==> src/rtl/adc_pkg.sv <==
// Shared types and constants for the serial ADC reader.
package adc_pkg;

  localparam int ADC_DATA_W        = 12;
  localparam int ADC_FRAME_BITS    = 16;
  localparam int ADC_QUIET_DEFAULT = 4;
  localparam int ADC_DIV_W         = 12;
  localparam int ADC_TOGGLES       = 2 * ADC_FRAME_BITS;

  typedef enum logic [1:0] {
    IDLE,
    SETUP,
    SHIFT,
    QUIET
  } adc_state_e;

endpackage

==> src/rtl/sclk_tick_gen.sv <==
// Half-period timer for sclk: counts 0..div_q while run is high, ticks on the last count.
module sclk_tick_gen
  import adc_pkg::*;
(
  input  logic                 clk,
  input  logic                 rst,
  input  logic                 run,
  input  logic [ADC_DIV_W-1:0] div_q,
  output logic                 tick
);

  logic [ADC_DIV_W-1:0] cnt;

  assign tick = run && (cnt == div_q);

  // Wraps on tick, so div_q = 4095 never needs a 13th bit.
  always_ff @(posedge clk) begin
    if (rst || !run || tick) cnt <= '0;
    else                     cnt <= cnt + 1'b1;
  end

endmodule

==> src/rtl/adc_serial_reader.sv <==
// Serial ADC frame reader: drives cs_n/sclk, shifts in a 16-bit frame (4 zeros + 12 data bits).
//  state | meaning
//  IDLE  | cs_n high, waiting for enable
//  SETUP | cs_n low, sclk high for one half-period before the first falling edge
//  SHIFT | 32 sclk toggles; sdata captured on every rising toggle
//  QUIET | cs_n high for QUIET_CYCLES between frames
module adc_serial_reader
  import adc_pkg::*;
#(
  parameter int QUIET_CYCLES = ADC_QUIET_DEFAULT
) (
  input  logic                  clk,
  input  logic                  rst,
  input  logic                  enable,
  input  logic [ADC_DIV_W-1:0]  div,
  input  logic                  sdata,
  output logic                  cs_n,
  output logic                  sclk,
  output logic [ADC_DATA_W-1:0] sample_data,
  output logic                  sample_valid,
  output logic                  frame_err
);

  localparam int              QW       = (QUIET_CYCLES > 1) ? $clog2(QUIET_CYCLES) : 1;
  localparam logic [QW-1:0]   Q_LOAD   = QW'(QUIET_CYCLES - 1);
  localparam logic [4:0]      LAST_TOG = 5'(ADC_TOGGLES - 1);

  adc_state_e                state, state_nxt;
  logic [ADC_DIV_W-1:0]      div_q;
  logic [4:0]                tog_cnt;
  logic [QW-1:0]             q_cnt;
  logic [ADC_FRAME_BITS-1:0] shift_q;
  logic [ADC_FRAME_BITS-1:0] shift_nxt;
  logic                      tick;
  logic                      run;
  logic                      frame_done;
  logic                      unused_shift_msb;

  assign run              = (state == SETUP) || (state == SHIFT);
  assign shift_nxt        = {shift_q[ADC_FRAME_BITS-2:0], sdata};
  assign frame_done       = (state == SHIFT) && tick && (tog_cnt == LAST_TOG);
  // The last bit arrives on the same edge the sample is published, so the oldest bit is never read.
  assign unused_shift_msb = shift_q[ADC_FRAME_BITS-1];

  sclk_tick_gen u_tick (
    .clk   (clk),
    .rst   (rst),
    .run   (run),
    .div_q (div_q),
    .tick  (tick)
  );

  always_ff @(posedge clk) begin
    if (rst) state <= IDLE;
    else     state <= state_nxt;
  end

  always_comb begin
    state_nxt = state;
    case (state)
      IDLE:    if (enable) state_nxt = SETUP;
      SETUP:   if (tick) state_nxt = SHIFT;
      SHIFT:   if (frame_done) state_nxt = QUIET;
      QUIET:   if (q_cnt == '0) state_nxt = enable ? SETUP : IDLE;
      default: state_nxt = IDLE;
    endcase
  end

  always_ff @(posedge clk) begin
    if (rst) begin
      cs_n         <= 1'b1;
      sclk         <= 1'b1;
      sample_data  <= '0;
      sample_valid <= 1'b0;
      frame_err    <= 1'b0;
      div_q        <= '0;
      tog_cnt      <= '0;
      q_cnt        <= '0;
      shift_q      <= '0;
    end else begin
      sample_valid <= 1'b0;
      frame_err    <= 1'b0;
      cs_n         <= !((state_nxt == SETUP) || (state_nxt == SHIFT));

      if ((state != SETUP) && (state_nxt == SETUP)) div_q <= div;

      if ((state == SHIFT) && tick) begin
        sclk    <= ~sclk;
        tog_cnt <= tog_cnt + 5'd1;
        if (!sclk) shift_q <= shift_nxt;
      end

      if (frame_done) begin
        sample_data  <= shift_nxt[ADC_DATA_W-1:0];
        sample_valid <= 1'b1;
        frame_err    <= |shift_nxt[ADC_FRAME_BITS-1:ADC_DATA_W];
        q_cnt        <= Q_LOAD;
      end else if ((state == QUIET) && (q_cnt != '0)) begin
        q_cnt <= q_cnt - 1'b1;
      end
    end
  end

endmodule

==> config.mk <==
export PLATFORM = sky130hd
export DESIGN_NAME = adc_serial_reader
export DESIGN_NICKNAME = d
export VERILOG_FILES = /design/src/rtl/adc_pkg.sv /design/src/rtl/sclk_tick_gen.sv /design/src/rtl/adc_serial_reader.sv
export SDC_FILE = /design/constraint.sdc
export NUM_CORES = 1
export LEC_CHECK = 0
export BUFFER_PORTS_ARGS = -buffer_cell sky130_fd_sc_hd__buf_4
export CORE_UTILIZATION = 60
export CTS_CLUSTER_DIAMETER = 100
export DETAILED_ROUTE_END_ITERATION = 10
export PLACE_DENSITY_LB_ADDON = 0.1
export SYNTH_ARGS = -nofsm -noshare
export SYNTH_HDL_FRONTEND = slang
export SYNTH_SLANG_ARGS = --single-unit
==> constraint.sdc <==
create_clock -name clk -period 5.86 [get_ports clk]
set_input_delay 1.172 -clock clk [delete_from_list [all_inputs] [get_ports clk]]
set_output_delay 1.172 -clock clk [all_outputs]
set_load 0.02 [all_outputs]
After elaboration in Yosys (flattened, before gate mapping)

Index checks and enable logic that the tools add are counted.

Eq/ne operators: 8
Bitwise gates (word level): 2
$add $sub $neg: 3
Reduce and logical (&&, ||, !) cells: 18
Mux-type cells: 9

Operator list:

| cell                    | number |
|---|---|
| $add A12 B1 Y12 const B | 1 |
| $eq A12 B12 Y1          | 1 |
| $mux W2                 | 6 |
| $pmux W2 S4             | 1 |
| $eq A2 B2 Y1 const B    | 3 |
| $add A5 B1 Y5 const B   | 1 |
| $eq A5 B5 Y1 const B    | 1 |
| $logic_and A1 B1 Y1     | 5 |
| $eq A2 B1 Y1 const B    | 2 |
| $logic_not A2 Y1        | 2 |
| $logic_or A1 B1 Y1      | 4 |
| $reduce_bool A2 Y1      | 2 |
| $reduce_or A4 Y1        | 1 |
| $logic_not A1 Y1        | 2 |
| $mux W1                 | 2 |
| $ne A2 B1 Y1 const B    | 1 |
| $not A1 Y1              | 2 |
| $reduce_and A2 Y1       | 1 |
| $reduce_or A2 Y1        | 1 |
| $sub A2 B1 Y2 const B   | 1 |

Output and inout bits: 16
Flip-flop bits (word level): 64
Input bits: 16
Logic and storage cells: 51

Longest topological paths before layout

Depth after elaboration: 10
Mapped depth: 13

Hierarchy

A second synthesis with hierarchy kept.

Cells, all modules: 319
Area total of the unflattened synthesis: 2780.2 um^2

By module, submodules not included:

| module            | cells an instance | instances | area each (um^2) |
|---|---|---|---|
| adc_serial_reader | 247               | 1         | 2104.5 |
| sclk_tick_gen     | 72                | 1         | 675.6 |

Worst setup path before layout

No wires, ideal clock.

Kind: register -> register
Start: reg state[0]
End: reg div_q[10]
Arrival: 2480 ps
Cell stages (with the launch flop): 14
Period minus slack after synthesis: 2550 ps
Buffers on the path: 3
Slack: 3310 ps
Cells stage by stage: dfxtp_1 inv_1 ha_1 clkbuf_1 nand4_1 or4_4 buf_6 o211a_1 nor2_1 ha_1 nor2b_1 clkbuf_1 nand2_1 a21oi_1

Word-level cells in the longest chain between the ends: 9
Elaborated cells on any way between the ends: 16
Those cells by class: 5 x eq/ne; 5 x mux; 6 x reduce/logical

RTL lines:

| what                                         | line                                                                      | text |
|---|---|---|
| from (decl)                                  | adc_serial_reader.sv:28                                                   | `adc_state_e state, state_nxt;` |
| from (signal assigned)                       | adc_serial_reader.sv:55                                                   | `else state <= state_nxt;` |
| $eq A2 B1 Y1 or $eq A2 B2 Y1 (tied branches) | adc_serial_reader.sv:39, adc_serial_reader.sv:60, adc_serial_reader.sv:41 |  |
| $logic_or A1 B1 Y1                           | adc_serial_reader.sv:39                                                   | `assign run = (state == SETUP) \|\| (state == SHIFT);` |
| $logic_and A1 B1 Y1                          | sclk_tick_gen.sv:14                                                       | `assign tick = run && (cnt == div_q);` |
| $logic_and A1 B1 Y1 (2 in series)            | adc_serial_reader.sv:41                                                   | `assign frame_done = (state == SHIFT) && tick && (tog_cnt == LAST_TOG);` |
| $mux W2                                      | adc_serial_reader.sv:63                                                   | `SHIFT: if (frame_done) state_nxt = QUIET;` |
| $pmux W2 S4 *                                | adc_serial_reader.sv:60                                                   | `case (state)` |
| net state_nxt[0]                             | adc_serial_reader.sv:28                                                   |  |
| $eq A2 B1 Y1 *                               | adc_serial_reader.sv:85                                                   | `if ((state != SETUP) && (state_nxt == SETUP)) div_q <= div;` |
| $logic_and A1 B1 Y1 *                        | adc_serial_reader.sv:85                                                   |  |
| to (signal assigned)                         | adc_serial_reader.sv:85                                                   |  |
| to (decl)                                    | adc_serial_reader.sv:29                                                   | `logic [ADC_DIV_W-1:0] div_q;` |

Mark *: on every way through the listed nets, which the timed path passes. The rest lies on a longest branch.
A chain may end at the register's enable or synchronous reset.

Final worst setup path

Start: reg state[0]
End: reg div_q[3]

The elaborated chain is that of the path after synthesis.

==> flow_metrics.env <==
export IMPL_die_h_um=70.2
export IMPL_cts_buffer_depth=2
export IMPL_crit_chain="inv_1 -> ha_1 -> nand4_1 -> or4_4 -> o211a_1 -> nor2_1 -> ha_1 -> nor2b_1 -> nand2_1 -> a21oi_1"
export IMPL_grt_setup_unrepaired="false"
export IMPL_ys_types=38
export IMPL_route_detailed_wl_per_inst_um=13.4
export IMPL_synth_area_um2=2790
export IMPL_r2r_end="div_q[3]"
export IMPL_drcViolationCount=0
export IMPL_synth_edf_count=0
export IMPL_drt_pass1_iterations=4
export IMPL_start_util_pct=63.2
export IMPL_outcome="finished clean"
export IMPL_rows=24
export IMPL_grt_pass1_wl_um=8690
export IMPL_grt_use_met3_pct=7.94
export IMPL_critical_path_arrival_ns=3.44
export IMPL_antennaDiodeCount=0
export IMPL_core_area_um2=4410
export IMPL_htreeDepth=3
export IMPL_ys_async_sr_fraction_pct=0
export IMPL_antenna_found_initial=0
export IMPL_cp_required_ns=6.13
export IMPL_fin_crit_sh_pct=54.0
export IMPL_finalHoldViolations=0
export IMPL_synth_seq_cells=64
export IMPL_cts_buffers=9
export IMPL_post_cts_buffers=0
export IMPL_finalSetupTns_ns=0
export IMPL_final_cell_mix="dfxtp_1 (64), nor2_1 (44), nand2_1 (34)"
export IMPL_synth_nets=314
export IMPL_max_stage_delay_ns=0.71
export IMPL_avgViaCountPerCell=5.40
export IMPL_path_max_fanout=15
export IMPL_nFillCells=351
export IMPL_cts_hold_buf=0
export IMPL_fmax_ghz=0.316
export IMPL_startpoint_type="flop"
export IMPL_insertion_delay_ns=0.34
export IMPL_cts_sinks=64
export IMPL_met1_usage_pct=28.3
export IMPL_yosysWarnings=0
export IMPL_io_pins=32
export IMPL_slew_violations=0
export IMPL_reg2reg_slack_ns=2.69
export IMPL_max_slew_margin_pct=40.9
export IMPL_grt_met2_usage_pct=35.9
export IMPL_slowest_stage="nor2b_1"
export IMPL_worstHoldEndpoint="div_q[5]"
export IMPL_synth_seq_area_share_pct=46.0
export IMPL_finalCriticalPeriod_ns=3.17
export IMPL_crit_type="reg -> reg"
export IMPL_leakagePower_nw=1.32
export IMPL_grt_usage_pct=23.1
export IMPL_drtIter0Drc=64
export IMPL_finish_utilization_pct=72.2
export IMPL_min_from="div_q[5]"
export IMPL_endpoint_kind="flop"
export IMPL_synth_flop_cell="dfxtp_1"
export IMPL_busiest_layer="met2"
export IMPL_synth_top_area_share_pct=46.0
export IMPL_cap_violations=0
export IMPL_clk_pin_slew_worst_paths_ns=0.07
export IMPL_gp_congestion=0.769
export IMPL_die_w_um=70.2
export IMPL_synthCells=289
export IMPL_dp_hpwl_um=3480
export IMPL_wl_um=5050
export IMPL_worst_path_buf_inv=1
export IMPL_overflow=0
export IMPL_hp_class="reg -> reg"
export IMPL_dieArea_um2=4920
export IMPL_drive_gt1_share_pct=17.9
export IMPL_p_per_area_nw_per_um2=278
export IMPL_cts_resized_gates=0
export IMPL_grt_max_degree=54
export IMPL_synth_top_area_cell="dfxtp_1"
export IMPL_final_common_cell="dfxtp_1"
export IMPL_cts_root_buffer="clkbuf_8"
export IMPL_grt_pass1_vias=1958
export IMPL_port_buffer_count=31
export IMPL_synth_area_top_cells="dfxtp_1 (46%), mux2i_1 (9.7%), nor2_1 (5.9%), xnor2_1 (4.7%), nand2_1 (4.6%)"
export IMPL_power_total_mw=0.886
export IMPL_vias=2032
export IMPL_cp_top_family="simple AND/OR/NAND/NOR gates"
export IMPL_timing_rr_start="state[0]"
export IMPL_syn_to_final_growth_pct=14.3
export IMPL_ir_drop_uv=213
export IMPL_ant_nets=0
export IMPL_critPathMostFrequentCell="ha_1"
export IMPL_fin_skew_ns=0.00683
export IMPL_worstMarginPinSlew_ns=0.884
export IMPL_worstHoldPathCells=2
export IMPL_cts_tree="yes"
export IMPL_finalSetupViolations=0
export IMPL_final_nets=344
export IMPL_r2r_cells=10
export IMPL_syn_avg_cell_area_um2=9.65
[cells in the mapped netlist (5+ instances only)]
cell,number
dfxtp_1,64
clkbuf_1,9
and3_1,8
nor2b_1,5
nor2_1,44
mux2i_1,27
ha_1,9
nand2_1,34
inv_1,7
a21oi_1,15
nand3_1,5
xnor2_1,15
[per-layer routing]
layer / part of all wire, % / up-vias / routed length (um)
met2: 46 / 36 / 2300
met5: 0 / - / 0
met4: 1.8 / 0 / 91
li1: - / 1047 / -
met1: 49 / 941 / 2460
met3: 3.9 / 8 / 195
[how the worst max path moves through the flow]
stage,slack (ns),depth (start not counted),startpoint,end
4_1_cts,2.65,10,state[0],div_q[3]
6_report,2.69,10,state[0],div_q[3]
2_1_floorplan,3.31,13,state[0],div_q[10]
3_5_place_dp,2.68,10,state[0],div_q[3]
3_3_place_gp,2.78,10,state[0],div_q[1]
5_1_grt,2.34,10,state[0],div_q[10]
[cell type report]
cell class | count | area, um^2 | share of cell area [%]
Inverter | 7 | 26.3 | 0.825
Clock buffer | 10 | 128 | 4.01
Tap cell | 52 | 65.1 | 2.04
Timing Repair Buffer | 32 | 240 | 7.54
Sequential cell | 64 | 1280 | 40.2
Clock inverter | 6 | 46.3 | 1.45
Multi-Input combinational cell | 205 | 1400 | 43.9
[tightest hold or removal path: stages (launching register included)]
cell and delay, ns:
dfxtp_1 0.32, nand2_1 0.06, a21oi_1 0.05
[report_power, final]
| part | switching (mW) | internal (mW) | total [mW] |
|---|---|---|---|
| Combinational | 0.0611 | 0.0388 | 0.100 |
| Clock | 0.173 | 0.154 | 0.328 |
| Sequential | 0.0109 | 0.447 | 0.458 |
[kinds of logic after synthesis]
kind of cell,share of synthesized area [%]
xor gates and xnor gates,8.30
and+or+nand+nor,21.9
adders and majority gates,4.04
muxes,10.5
DFF,46.0
AOI/OAI and AO/OA,5.48
buffers and inverters,3.86
[through the flow]
stage | setup slack (ns) | hold slack [ns] | cell area [um^2] | std cells
2_1_floorplan | 3.31 | 0.449 | 2790 | 289
3_3_place_gp | 2.78 | 0.455 | 3010 | 360
3_5_place_dp | 2.68 | 0.464 | 3010 | 360
4_1_cts | 2.65 | 0.474 | 3190 | 376
5_1_grt | 2.34 | 0.492 | 3190 | 376
6_report | 2.69 | 0.471 | 3190 | 376
[state kept, by name, summed over array words and instances, names as in the netlist]
register      flops
sample_data      12
u_tick.cnt       12
tog_cnt           5
shift_q          15
div_q            12
state             2
cs_n              1
frame_err         1
sclk              1
q_cnt             2
sample_valid      1
Power figures use the tool's default switching activity.
